### config.mk
export PLATFORM = sky130hd
export DESIGN_NAME = apb_fifo_slave
export DESIGN_NICKNAME = d
export VERILOG_FILES = /design/src/rtl/apb_fifo_slave.sv
export SDC_FILE = /design/constraint.sdc
export NUM_CORES = 1
export LEC_CHECK = 0
export BUFFER_PORTS_ARGS = -buffer_cell sky130_fd_sc_hd__buf_4
export CAP_MARGIN = 30
export CORE_ASPECT_RATIO = 2
export CORE_MARGIN = 5
export CORE_UTILIZATION = 45
export DETAILED_ROUTE_END_ITERATION = 8
export GPL_TIMING_DRIVEN = 1
export PLACE_DENSITY = 0.65
export RECOVER_POWER = 25
export SETUP_SLACK_MARGIN = 0.3
export SYNTH_ARGS = -nofsm -noshare
export SYNTH_HDL_FRONTEND = slang
export SYNTH_SLANG_ARGS = --single-unit
### constraint.sdc
create_clock -name clk -period 5.2 [get_ports clk]
set_clock_uncertainty 0.1 [all_clocks]
set_input_delay 0.78 -clock clk [delete_from_list [all_inputs] [get_ports clk]]
set_output_delay 0.78 -clock clk [all_outputs]
set_load 0.005 [all_outputs]
### src/rtl/apb_fifo_slave.sv
// APB completer bridging register accesses to a TX stream FIFO (APB writes -> stream)
// and an RX stream FIFO (stream -> APB reads), with wait states and timeout on full/empty.
module apb_fifo_slave #(
  parameter int unsigned DEPTH   = 8,
  parameter int unsigned TIMEOUT = 16
) (
  input  logic        clk,
  input  logic        rst,
  input  logic [31:0] paddr,
  input  logic [31:0] pwdata,
  input  logic        pwrite,
  input  logic        psel,
  input  logic        penable,
  output logic [31:0] prdata,
  output logic        pready,
  output logic        pslverr,
  output logic [31:0] tx_data,
  output logic        tx_valid,
  input  logic        tx_ready,
  input  logic [31:0] rx_data,
  input  logic        rx_valid,
  output logic        rx_ready
);

  localparam int unsigned AW = $clog2(DEPTH);
  localparam int unsigned CW = AW + 1;
  localparam int unsigned TW = $clog2(TIMEOUT + 1);

  typedef enum logic [1:0] {
    S_IDLE,
    S_WAIT,
    S_DONE
  } state_t;

  state_t r_state, w_state_nxt;

  logic [31:0]   r_addr;
  logic [31:0]   r_wdata;
  logic          r_write;
  logic [TW-1:0] r_timer, w_timer_nxt;
  logic          w_capture;

  logic          r_pready;
  logic          r_pslverr;
  logic [31:0]   r_prdata;
  logic          w_done_set;
  logic          w_err_nxt;
  logic [31:0]   w_rdata_nxt;

  logic          w_apb_push_tx;
  logic          w_apb_pop_rx;
  logic          w_flush_tx;
  logic          w_flush_rx;

  logic [31:0]   r_tx_mem [DEPTH];
  logic [AW-1:0] r_tx_wptr, r_tx_rptr;
  logic [CW-1:0] r_tx_cnt;
  logic [31:0]   r_rx_mem [DEPTH];
  logic [AW-1:0] r_rx_wptr, r_rx_rptr;
  logic [CW-1:0] r_rx_cnt;

  logic          w_tx_full, w_tx_valid, w_tx_pop;
  logic          w_rx_empty, w_rx_ready, w_rx_push;
  logic          w_mapped, w_blocked;
  logic [1:0]    w_reg;
  logic [7:0]    w_tx_cnt8, w_rx_cnt8;
  logic [31:0]   w_status;

  assign w_tx_full  = (r_tx_cnt == CW'(DEPTH));
  assign w_tx_valid = (r_tx_cnt != '0);
  assign w_tx_pop   = w_tx_valid && tx_ready;
  assign w_rx_empty = (r_rx_cnt == '0);
  assign w_rx_ready = (r_rx_cnt != CW'(DEPTH));
  assign w_rx_push  = rx_valid && w_rx_ready;

  assign w_tx_cnt8  = 8'(r_tx_cnt);
  assign w_rx_cnt8  = 8'(r_rx_cnt);
  assign w_status   = {14'd0, w_rx_empty, w_tx_full, w_rx_cnt8, w_tx_cnt8};

  assign w_mapped   = (r_addr[31:4] == '0) && (r_addr[1:0] == 2'b00);
  assign w_reg      = r_addr[3:2];
  // A full TX FIFO is not blocking when the stream drains an entry on the same edge.
  assign w_blocked  = w_mapped &&
                      (( r_write && (w_reg == 2'd0) && w_tx_full && !tx_ready) ||
                       (!r_write && (w_reg == 2'd1) && w_rx_empty));

  always_comb begin
    w_state_nxt   = r_state;
    w_timer_nxt   = r_timer;
    w_capture     = 1'b0;
    w_done_set    = 1'b0;
    w_err_nxt     = 1'b0;
    w_rdata_nxt   = '0;
    w_apb_push_tx = 1'b0;
    w_apb_pop_rx  = 1'b0;
    w_flush_tx    = 1'b0;
    w_flush_rx    = 1'b0;
    unique case (r_state)
      S_IDLE: begin
        if (psel && !penable) begin
          w_state_nxt = S_WAIT;
          w_capture   = 1'b1;
          w_timer_nxt = '0;
        end
      end
      S_WAIT: begin
        if (!psel) begin
          w_state_nxt = S_IDLE;
        end else if (!w_mapped) begin
          w_state_nxt = S_DONE;
          w_done_set  = 1'b1;
          w_err_nxt   = 1'b1;
        end else if (w_blocked) begin
          if (r_timer == TW'(TIMEOUT)) begin
            w_state_nxt = S_DONE;
            w_done_set  = 1'b1;
            w_err_nxt   = 1'b1;
          end else begin
            w_timer_nxt = r_timer + TW'(1);
          end
        end else begin
          w_state_nxt = S_DONE;
          w_done_set  = 1'b1;
          unique case (w_reg)
            2'd0: w_apb_push_tx = r_write;
            2'd1: begin
              if (!r_write) begin
                w_apb_pop_rx = 1'b1;
                w_rdata_nxt  = r_rx_mem[r_rx_rptr];
              end
            end
            2'd2: begin
              if (!r_write) w_rdata_nxt = w_status;
            end
            default: begin
              if (r_write) begin
                w_flush_tx = r_wdata[0];
                w_flush_rx = r_wdata[1];
              end
            end
          endcase
        end
      end
      S_DONE:  w_state_nxt = S_IDLE;
      default: w_state_nxt = S_IDLE;
    endcase
  end

  always_ff @(posedge clk or negedge rst) begin
    if (!rst) begin
      r_state   <= S_IDLE;
      r_timer   <= '0;
      r_addr    <= '0;
      r_wdata   <= '0;
      r_write   <= 1'b0;
      r_pready  <= 1'b0;
      r_pslverr <= 1'b0;
      r_prdata  <= '0;
    end else begin
      r_state   <= w_state_nxt;
      r_timer   <= w_timer_nxt;
      if (w_capture) begin
        r_addr  <= paddr;
        r_wdata <= pwdata;
        r_write <= pwrite;
      end
      r_pready  <= w_done_set;
      r_pslverr <= w_err_nxt;
      if (w_done_set) r_prdata <= w_rdata_nxt;
    end
  end

  always_ff @(posedge clk or negedge rst) begin
    if (!rst) begin
      r_tx_wptr <= '0;
      r_tx_rptr <= '0;
      r_tx_cnt  <= '0;
    end else if (w_flush_tx) begin
      r_tx_wptr <= '0;
      r_tx_rptr <= '0;
      r_tx_cnt  <= '0;
    end else begin
      if (w_apb_push_tx) r_tx_wptr <= r_tx_wptr + AW'(1);
      if (w_tx_pop)      r_tx_rptr <= r_tx_rptr + AW'(1);
      if (w_apb_push_tx && !w_tx_pop)      r_tx_cnt <= r_tx_cnt + CW'(1);
      else if (!w_apb_push_tx && w_tx_pop) r_tx_cnt <= r_tx_cnt - CW'(1);
    end
  end

  always_ff @(posedge clk) begin
    if (w_apb_push_tx) r_tx_mem[r_tx_wptr] <= r_wdata;
  end

  always_ff @(posedge clk or negedge rst) begin
    if (!rst) begin
      r_rx_wptr <= '0;
      r_rx_rptr <= '0;
      r_rx_cnt  <= '0;
    end else if (w_flush_rx) begin
      r_rx_wptr <= '0;
      r_rx_rptr <= '0;
      r_rx_cnt  <= '0;
    end else begin
      if (w_rx_push)    r_rx_wptr <= r_rx_wptr + AW'(1);
      if (w_apb_pop_rx) r_rx_rptr <= r_rx_rptr + AW'(1);
      if (w_rx_push && !w_apb_pop_rx)      r_rx_cnt <= r_rx_cnt + CW'(1);
      else if (!w_rx_push && w_apb_pop_rx) r_rx_cnt <= r_rx_cnt - CW'(1);
    end
  end

  always_ff @(posedge clk) begin
    if (w_rx_push && !w_flush_rx) r_rx_mem[r_rx_wptr] <= rx_data;
  end

  assign prdata   = r_prdata;
  assign pready   = r_pready;
  assign pslverr  = r_pslverr;
  // Head is masked while empty so the stream data reads 0 out of reset.
  assign tx_data  = w_tx_valid ? r_tx_mem[r_tx_rptr] : '0;
  assign tx_valid = w_tx_valid;
  assign rx_ready = w_rx_ready;

endmodule

Yosys cells after proc, flatten, opt, wreduce, memory -nomap -nowiden
Memory sizes are Yosys's and may differ from the RTL's.
Cells that the tools add are included.
W data, S select, Z words.
{ "totals": {"wordCells": 149, "ff_bits": 126, "memories": 2, "mem_bits_rw": 512, "romBits": 0, "latch_bits": 0} }
{ "op_classes": {"muxes": 72, "n_lt_le_gt_ge": 0, "multipliers": 0, "bitwise_logic": 0, "addsub": 9, "div_mod_pow": 0, "reduce_logical": 40, "n_eq_ne": 12, "shift": 0} }
{ "mem_list": {"columns": ["memory", "depth", "width", "rd", "rd_ports_with_merged_regs", "write_ports", "line_no", "source"], "rows": [
  ["r_rx_mem", 8, 32, 1, 0, 1, "58", "logic [31:0] r_rx_mem [DEPTH];"],
  ["r_tx_mem", 8, 32, 1, 0, 1, "55", "logic [31:0] r_tx_mem [DEPTH];"]
]} }
{ "ops": {"columns": ["operator", "count"], "rows": [
  ["$mux W32", 6],
  ["$pmux W32 S2", 1],
  ["$mux W1", 38],
  ["$logic_not A28 Y1", 1],
  ["$mux W5", 5],
  ["$mux W3", 8],
  ["$mux W4", 6],
  ["$mux W18", 1],
  ["$logic_and A1 B1 Y1", 15],
  ["$add A3 B1 Y3 const B", 4],
  ["$mux W2", 5],
  ["$ne A2 B2 Y1 const B", 5],
  ["$pmux W5 S2", 1],
  ["$reduce_bool A2 Y1", 5],
  ["$add A4 B1 Y4 const B", 2],
  ["$logic_not A1 Y1", 8],
  ["$sub A4 B1 Y4 const B", 2],
  ["$logic_not A2 Y1", 3],
  ["$reduce_and A6 Y1", 1],
  ["$reduce_bool A3 Y1", 2],
  ["$add A5 B1 Y5 const B", 1],
  ["$eq A5 B5 Y1 const B", 1],
  ["$ne A5 B5 Y1 const B", 1],
  ["$eq A2 B1 Y1 const B", 2],
  ["other kinds (9)", 9]
]} }

Depth between registers and ports, before layout
{ "logic_depth": {"depth_word": 15, "depth_mapped": 12} }

Least setup slack after synthesis
No wires, ideal clock.
{ "synth_path": {"path_kind": "input to register", "start": "input tx_ready", "end": "memory r_rx_mem[7][0] (enable)", "path_slack_ns": -0.562, "setup_time_ns": 0.513, "stages": 5, "required_time_ns": 4.587, "n_path_buf": 1, "arrival_ns": 5.149, "path_cell_list": "nand4b_1 o221ai_1 nor4_1 clkbuf_1 nor4b_1"} }
{ "synth_between": {"elab_chain_len": 12} }
{ "synth_lines": {"columns": ["item", "line_no", "source"], "rows": [
  ["from (decl)", "19", "input logic tx_ready,"],
  ["$logic_not A1 Y1", "84", "(( r_write && (w_reg == 2'd0) && w_tx_full && !tx_ready) ||"],
  ["$logic_and A1 B1 Y1", "84", null],
  ["$logic_or A1 B1 Y1", "84", null],
  ["$logic_and A1 B1 Y1", "83", "assign w_blocked = w_mapped &&"],
  ["$mux W1", "113", "end else if (w_blocked) begin"],
  ["$mux W1", "109", "end else if (!w_mapped) begin"],
  ["$mux W1", "107", "if (!psel) begin"],
  ["$mux W1", "98", "unique case (r_state)"],
  ["$logic_not A1 Y1", "212", "if (w_rx_push && !w_flush_rx) r_rx_mem[r_rx_wptr] <= rx_data;"],
  ["$logic_and A1 B1 Y1", "212", null],
  ["$mux W1", "212", null],
  ["$mux W1 (not written as such)", "212", null],
  ["to (decl)", "58", null]
]} }
No other way between the ends.

Worst setup path in the final report
{ "layout_path": {"start": "register r_addr[3]", "end": "memory r_rx_mem[4][9] (enable)"} }
{ "layout_between": {"elab_chain_len": 14, "elab_cells_between_ends": 20, "classes_between": "eq/ne: 2; mux: 7; reduce/logical: 11"} }
{ "layout_lines": {"columns": ["item", "line_no", "source"], "rows": [
  ["from (decl)", "37", "logic [31:0] r_addr;"],
  ["from (signal assigned)", "163", "r_addr <= paddr;"],
  ["$logic_not A2 Y1", "84, 124", null],
  ["$logic_and A1 B1 Y1 (3 in a row)", "84", null],
  ["$logic_or A1 B1 Y1", "84", null],
  ["$logic_and A1 B1 Y1", "83", null],
  ["$mux W1 *", "113", null],
  ["$mux W1 *", "109", null],
  ["$mux W1 *", "107", null],
  ["$mux W1 *", "98", null],
  ["$logic_not A1 Y1 *", "212", null],
  ["$logic_and A1 B1 Y1 *", "212", null],
  ["$mux W1 *", "212", null],
  ["$mux W1 (not written as such) *", "212", null]
]} }
Every way passes the cells marked *; elsewhere a longest branch is shown, timed or not.

==> impl_metrics.tcl <==
set metrics [dict create \
    via_per_inst 5.413 \
    numPortBuffers 170 \
    crit_required_ps 5350 \
    synth_ff_type "edfxtp_1" \
    synth_area_um2 24860 \
    yosysWarnings 0 \
    cts_made_buffers 53 \
    synth_cell_types 49 \
    crit_type "register to register" \
    period_share 0.7790 \
    fillers 4417 \
    max_slew_margin 0.3167 \
    period_needed_ps 4051 \
    synth_fp_nets 1487 \
    fmax_mhz 246.9 \
    syn_to_final_growth_pct 17.01 \
    fp.dieArea_um2 60340 \
    antenna_found_initial 5 \
    insertion_delay_ps 590 \
    cellLeakagePower_nw 10.32 \
    dr.pass1.iters 5 \
    fin_setup_tns_ps 0 \
    dr_wl_met2_mm 30.10 \
    gr-total-overflow 0 \
    wl_met3_mm 3.288 \
    post-dp-hpwl_mm 35.16 \
    gp_congestion 0.8127 \
    drive_above_1_share 0.2744 \
    rsz0062_at_grt "no" \
    num-nets-final 1682 \
    regArea_um2 18540 \
    cp-start-kind "register" \
    r2r_start "r_addr[3]" \
    worst_hold_path_type "primary input to async pin" \
    synth.ff_latch_count 638 \
    start_util 0.4512 \
    cts_resized 0 \
    synth_top_area_frac 0.6184 \
    ys_seq_area_frac 0.7452 \
    post_drt_wl_per_cell_um 23.30 \
    cts.sinks 638 \
    clkTransAtPathRegs_ps 70 \
    ioPinCount 171 \
    routed_wl_mm 54.87 \
    cp-end-kind "register" \
    syn_inst 1368 \
    cts-root-buf "clkbuf_16" \
    vias 12747 \
    async_flop_share 0.1975 \
    grt_max_degree 55 \
    arrival_ps 4200 \
    cts_max_level 2 \
    multi_input_comb_area_um2 6128 \
    synth_top_area_cell "edfxtp_1" \
    maxCapViolCount 0 \
    synth-edff-count 512 \
    top_layer_used "met5" \
    grt_pass1_wl_mm 84.54 \
    irDropWorstVdd_mv 0.3416 \
    avgSynthCellArea_um2 18.18 \
    finalSetupViolations 0 \
    finalHoldViolations 0 \
    total_power_mw 13.20 \
    core_area_um2 55110 \
    grt_usage 0.1845 \
    cts_tree "built" \
    grt_pass1_vias 14015 \
    cts_hold_repair.buffers 0 \
    drc 0 \
    worst_slew_pin_slew_ps 1020 \
    slew_violations 0 \
    met1Wirelength_mm 20.12 \
    worstPathMaxFanout 22 \
    powerDensity_nw_per_um2 453.8 \
    outcome "completed" \
    rows 122 \
    antenna_left 0 \
    cts_buffer_depth 3 \
    cts_setup_buffers 0 \
    die_w_um 176.2 \
    drt_iter0_drc 878 \
    critPathLaunch "r_addr[3]" \
    die_y_um 342.4 \
    yosys-top-cells-area "edfxtp_1 62%, dfrtp_1 13%, mux4_2 12%, nand2_1 3.1%, mux2i_1 2.8%" \
]
==> where the power goes <==
group          leakage [nW]  internal [mW]  switching, mW
Sequential             6.26           6.05          0.425
Combinational          3.11           1.20           1.12
Clock                 0.948           2.59           1.81
Total                  10.3           9.84           3.36
==> Yosys cell counts (3+ instances only) <==
library cell  count
a21oi_1          15
a32o_1            3
buf_1            17
buf_2             7
clkbuf_1         45
dfrtp_1         126
edfxtp_1        512
ha_1             14
inv_1            16
mux2_2            8
mux2i_1          70
mux4_2          128
nand2_1         206
nand2b_1          8
nand3_1          11
nand4b_1          3
nor2_1           75
nor2b_1           7
nor3_1            8
nor4_1            9
o21ai_0           5
o2bb2ai_1        29
or3_1             3
xnor2_1           4
xor2_1            5
==> sequential cells by signal (all words and copies together), names as in the netlist, 4 cells and up <==
name,count
r_rx_cnt,4
prdata,32
r_addr,32
r_rx_mem,256
r_tx_cnt,4
r_tx_mem,256
r_timer,5
r_wdata,32
==> area by class of cell <==
class                           count  share of cell area
Antenna cell                        4           0.0003441
Clock buffer                       62             0.04959
Clock inverter                     37             0.01729
Inverter                           16            0.002064
Multi-Input combinational cell    645              0.2106
Sequential cell                   638              0.6373
Tap cell                          744             0.03200
Timing Repair Buffer              209             0.05079
==> layout by cell type, fill, tap and decap left out, drive strengths merged, types with 11 or more instances in the layout <==
cell and n:
edfxtp 512, mux2i 70, bufinv 12, nor4 12
ha 14, clkbuf 94, buf 177, o2bb2ai 29
a21oi 15, inv 18, nor2 75, mux4 128
nand3 11, nand2 206, clkinv 17, dfrtp 126
==> routing by layer <==
layer  track usage  vias to the layer above
met5             0                        -
li1              -                     5663
met4       0.04927                        4
met1        0.2136                     6673
met2        0.3406                      324
met3       0.04438                       83
==> worst paths after layout <==
kind	slack [ps]	to	depth (start not counted)
min in group clk	280	r_wdata[0]	3
worst min-delay path	110	r_wdata[19]	1
worst max register to register	1150	r_rx_mem[4][9]	9
worst min register to register	380	r_timer[4]	1
max in group asynchronous	3840	r_rx_rptr[0]	2
worst max-delay path	1150	r_rx_mem[4][9]	9
==> cells by family after synthesis <==
family                     synth area share
DFF                                  0.7452
and+or+nand+nor                     0.06205
xor gates and xnor gates           0.003824
muxes                                0.1477
buffers and inverters               0.01318
adders and majority gates          0.008656
AOI/OAI and AO/OA                   0.01937
==> metrics by stage <==
| step | hold slack [ps] | setup WS [ps] | util | instance area (µm²) | cells |
|---|---|---|---|---|---|
| final | 110.9 | 1149 | 0.5280 | 29090 | 2355 |
| after global routing | 126.5 | 952.4 | 0.5278 | 29080 | 2351 |
| after CTS | 96.46 | 1111 | 0.5299 | 29200 | 2351 |
| after detailed placement | 365.4 | 986.8 | 0.4946 | 27260 | 2252 |
| after global placement | 358.3 | 1041 | 0.4941 | 27230 | 2250 |
| after floorplan | 340.4 | 304.5 | - | 24870 | 1368 |
==> critical path: stages, from the launching register on <==
cell and delay (ps):
dfrtp_1 400, inv_1 110, ha_1 180, nand2b_1 300, o221ai_1 530, nor4_2 90
buf_4 200, or3_1 440, nor3b_2 850, buf_4 490
(Power assumes the default switching activity.)
